File: config.mk
export PLATFORM = sky130hd
export DESIGN_NAME = onehot_demux
export DESIGN_NICKNAME = d
export VERILOG_FILES = /design/src/rtl/onehot_pkg.sv /design/src/rtl/onehot_demux.sv
export SDC_FILE = /design/constraint.sdc
export NUM_CORES = 1
export LEC_CHECK = 0
export CAP_MARGIN = 0
export CORE_MARGIN = 5
export CORE_UTILIZATION = 38
export CTS_CLUSTER_DIAMETER = 80
export CTS_CLUSTER_SIZE = 12
export DETAILED_ROUTE_END_ITERATION = 6
export PLACE_DENSITY_LB_ADDON = 0.08
export SLEW_MARGIN = 25
export SYNTH_ARGS = -nofsm -noshare
export SYNTH_HDL_FRONTEND = slang
export SYNTH_SLANG_ARGS = --single-unit
File: constraint.sdc
create_clock -name clk -period 3.9 [get_ports clk]
set_input_delay 0.975 -clock clk [delete_from_list [all_inputs] [get_ports clk]]
set_output_delay 0.975 -clock clk [all_outputs]
set_load 0.01 [all_outputs]
File: src/rtl/onehot_pkg.sv
// Shared one-hot helpers: demux state encoding and a width-agnostic one-hot test.
package onehot_pkg;

  typedef enum logic {EMPTY, FULL} demux_state_t;

  localparam int ONEHOT_MAX_W = 64;
  typedef logic [ONEHOT_MAX_W-1:0] onehot_vec_t;

  // Callers zero-extend into onehot_vec_t; bits at or above w are ignored.
  function automatic logic is_onehot(input onehot_vec_t v, input int w);
    logic seen;
    logic multi;
    seen  = 1'b0;
    multi = 1'b0;
    for (int i = 0; i < ONEHOT_MAX_W; i++) begin
      if (i < w && v[i]) begin
        multi = multi | seen;
        seen  = 1'b1;
      end
    end
    return seen & ~multi;
  endfunction

endpackage

File: src/rtl/onehot_demux.sv
// Registered one-hot stream demultiplexer: one input stream fanned out to N
// outputs through a single holding register; non-one-hot selects are dropped.
module onehot_demux
  import onehot_pkg::*;
#(
  parameter int DW = 8,
  parameter int N  = 4
) (
  input  logic            clk,
  input  logic            rst,
  input  logic [N-1:0]    i_sel,
  input  logic [DW-1:0]   i_data,
  input  logic            i_valid,
  output logic            i_ready,
  output logic [N*DW-1:0] o,
  output logic [N-1:0]    o_valid,
  input  logic [N-1:0]    o_ready,
  output logic            err
);

  demux_state_t  r_state;
  logic [N-1:0]  r_sel;
  logic [DW-1:0] r_data;
  logic          r_err;

  logic w_full;
  logic w_drain;
  logic w_accept;
  logic w_legal;

  assign w_full   = (r_state == FULL);
  assign w_drain  = w_full && |(r_sel & o_ready);
  assign i_ready  = !rst && (!w_full || w_drain);
  assign w_accept = i_valid && i_ready;
  assign w_legal  = is_onehot(onehot_vec_t'(i_sel), N);

  always_ff @(posedge clk) begin
    if (rst) begin
      r_state <= EMPTY;
      r_sel   <= '0;
      r_data  <= '0;
      r_err   <= 1'b0;
    end else begin
      r_err <= 1'b0;
      if (w_accept && w_legal) begin
        r_sel   <= i_sel;
        r_data  <= i_data;
        r_state <= FULL;
      end else begin
        // An illegal beat is swallowed; the held beat may still drain alongside it.
        if (w_accept) r_err <= 1'b1;
        if (w_drain)  r_state <= EMPTY;
      end
    end
  end

  assign o_valid = w_full ? r_sel : '0;
  assign err     = r_err;

  for (genvar j = 0; j < N; j++) begin : g_out
    assign o[(j+1)*DW-1 -: DW] = {DW{r_sel[j]}} & r_data;
  end

endmodule

==> flow_summary.yaml <==
route:
  final_antenna_net_count: 0
  wl_per_cell_um: 13.6
  dr_total_vias: 967
  vias_cell: 5.09
  finalWirelength_um: 2580
  firstDrtPassIters: 4
  first_iter_violations: 10
  drc: 0
critical_path:
  path_max_fanout: 4
  worst-endpoint-required_ns: 2.92
  critical_path_capture_point_type: "primary output"
  critPathArrivalTime_ns: 2.53
  setup.worst_path.start_class: "primary input"
  class_of_the_most_critical_setup_path: "primary input to primary output"
layout:
  layout-drive-gt1-share: 0.0370
  instances_no_fill: 190
  layout-area-overhead-vs-synth_pct: 66.2
  diode_count: 0
  nNetsFinal: 182
  num-fill-cells: 211
  finalInstanceArea_um2: 1460
placed_design:
  numPlacedInstances: 186
  placement.io_buffers: 56
  routabilityCongestion: 0.808
  preCtsSetupSlack_ns: 0.401
  place.detailed.hpwl_um: 1950
  dpl-instance-area_um2: 1430
timing:
  drv_slew: 0
  grt_setup_unrepaired: "no"
  clock-skew-final_ns: 0.00202
  finalWorstSetupSlack_ns: 0.396
  final.setup.tns_ns: 0
  setup_viol: 0
  worst_hold_slack_ns: 0.525
  maxSlewHeadroom: 0.553
  timing_worst_slew_pin_value_ns: 0.669
  min_period_over_period: 0.898
  hold_violations: 0
  time_the_worst_path_needs_with_i_o_delays_and_setup_ns: 3.50
  clock.fmax_ghz: 0.285
clock_tree:
  clock-sinks: 14
  numCtsBuffers: 3
  clock-root-buffer: "sky130_fd_sc_hd__clkbuf_4"
  clk_pin_slew_worst_paths_ns: 0.09
  post-cts-setup-buffer-count: 0
  hold_buffers: 0
  cts_tree: "built"
  clock_latency_ns: 0.28
  htree_levels: 1
  ctsResizeCount: 0
  cts_max_path_bufs: 2
global_routing:
  first_pass_grt_wire_length_um: 4220
  grt-ovfl-total: 0
  via_count_of_the_first_global_routing_pass: 880
  grt_usage: 0.159
  grt_start_max_net_pins: 14
  antenna_found_initial: 0
synth:
  synthCells: 111
  seq_area_frac_synth: 0.318
  ys_types: 25
  number_of_warning_messages_in_the_yosys_log: 0
  synth.net_count: 130
  yosys_register_bits: 14
  syn-mean-instance-area_um2: 7.94
  post_synth_instance_area_um2: 881
job:
  drv.max_cap_violation_count: 0
die:
  pin_count: 57
  die_h_um: 58.1
  fp.dieW_um: 58.1
  floorplan.initialDensity: 0.398
  die-area_um2: 3380
  row_count: 17
  core_um2: 2210
min_path:
  hold_path.class: "flip-flop to flip-flop"
pwr:
  power.density_cell_area_nw_per_um2: 227
  vdd.ir_drop.worst_mv: 0.194
  leakagePower_nw: 0.575
status:
  result_of_the_run: "finished, final reports clean"
[area by class of cell]
cell class,count,area (um^2),share of cell area
clock buffers,4,36.3,0.0248
inverters,12,45.0,0.0308
multi-input cells,76,507,0.346
flip-flops and latches,14,280,0.191
well taps,28,35.0,0.0239
repair buffers,56,561,0.383
[stage by stage]
| step | util | total power, mW |
|---|---|---|
| floorplan | - | 0.194 |
| global placement | 0.643 | 0.226 |
| detailed placement | 0.645 | 0.229 |
| CTS | 0.662 | 0.334 |
| global route | 0.662 | 0.349 |
| finish | 0.662 | 0.332 |
[flip-flops by register name (all words and copies together), names as in the netlist]
signal   cells
err          1
r_state      1
r_sel        4
r_data       8
[cell usage in the layout, fill, tap and decap left out, drive strengths merged, types with 4 or more instances in the layout]
cell type and n:
clkbuf 4, o311ai 11, dfxtp 14, clkdlybuf4s50 56, a21oi 4, inv 12, o21ai 11, and2 36
[cells by family (layout without fill, tap and decap cells)]
group                     Yosys count  count (layout)  share of synthesized area
buffers and inverters              21              72                      0.112
xor gates and xnor gates            1               1                    0.00994
AOI/OAI and AO/OA                  34              34                      0.271
DFF                                14              14                      0.318
and+or+nand+nor                    41              41                      0.288
[synthesized netlist by cell type]
cell                       count  area (um^2)
sky130_fd_sc_hd__o21ai_0      11         55.1
sky130_fd_sc_hd__buf_6         2         22.5
sky130_fd_sc_hd__a21o_2        1         8.76
sky130_fd_sc_hd__clkbuf_2      1         5.00
sky130_fd_sc_hd__nor3b_1       1         7.51
sky130_fd_sc_hd__a211o_1       1         8.76
sky130_fd_sc_hd__a222oi_1      1         10.0
sky130_fd_sc_hd__nand2b_1      1         6.26
sky130_fd_sc_hd__o31a_1        1         8.76
sky130_fd_sc_hd__a211oi_1      1         7.51
sky130_fd_sc_hd__a21boi_0      1         7.51
sky130_fd_sc_hd__a21oi_1       4         20.0
sky130_fd_sc_hd__clkbuf_1      5         18.8
sky130_fd_sc_hd__xor2_1        1         8.76
sky130_fd_sc_hd__o311ai_0      1         8.76
sky130_fd_sc_hd__a31o_1        1         8.76
sky130_fd_sc_hd__o31ai_1       1         7.51
sky130_fd_sc_hd__buf_4         1         7.51
sky130_fd_sc_hd__inv_1        12         45.0
sky130_fd_sc_hd__and3_1        1         6.26
sky130_fd_sc_hd__and2_1       36          225
sky130_fd_sc_hd__nand3_1       1         5.00
sky130_fd_sc_hd__dfxtp_1      14          280
sky130_fd_sc_hd__nand2_1       1         3.75
sky130_fd_sc_hd__o311ai_1     10         87.6
[per-layer routing]
| metal | vias up | GRT usage | wire length, um |
|---|---|---|---|
| li1 | 486 | - | - |
| met1 | 431 | 0.199 | 1070 |
| met2 | 46 | 0.258 | 1240 |
| met3 | 4 | 0.0290 | 230 |
| met4 | 0 | 0.0828 | 34 |
| met5 | - | 0 | 0 |
[critical path: stages]
cell	delay [ns]
sky130_fd_sc_hd__clkdlybuf4s50_1	0.40
sky130_fd_sc_hd__a222oi_1	0.53
sky130_fd_sc_hd__a21oi_1	0.12
sky130_fd_sc_hd__clkdlybuf4s50_1	0.50
[power by group]
group	switching, mW	internal (mW)
sequential	0.0117	0.151
combinational	0.0281	0.0345
clock	0.0498	0.0568
total	0.0896	0.242
[final timing paths]
check / startpoint / end / slack, ns / cells past startpoint
worst min-delay path: r_data[4] / r_data[4] / 0.53 / 2
worst max register to register: r_sel[2] / r_sel[3] / 2.03 / 4
worst min register to register: r_data[4] / r_data[4] / 0.53 / 2
worst max-delay path: o_ready[0] / i_ready / 0.40 / 4
Note: power is estimated with default switching activity, not from simulation.
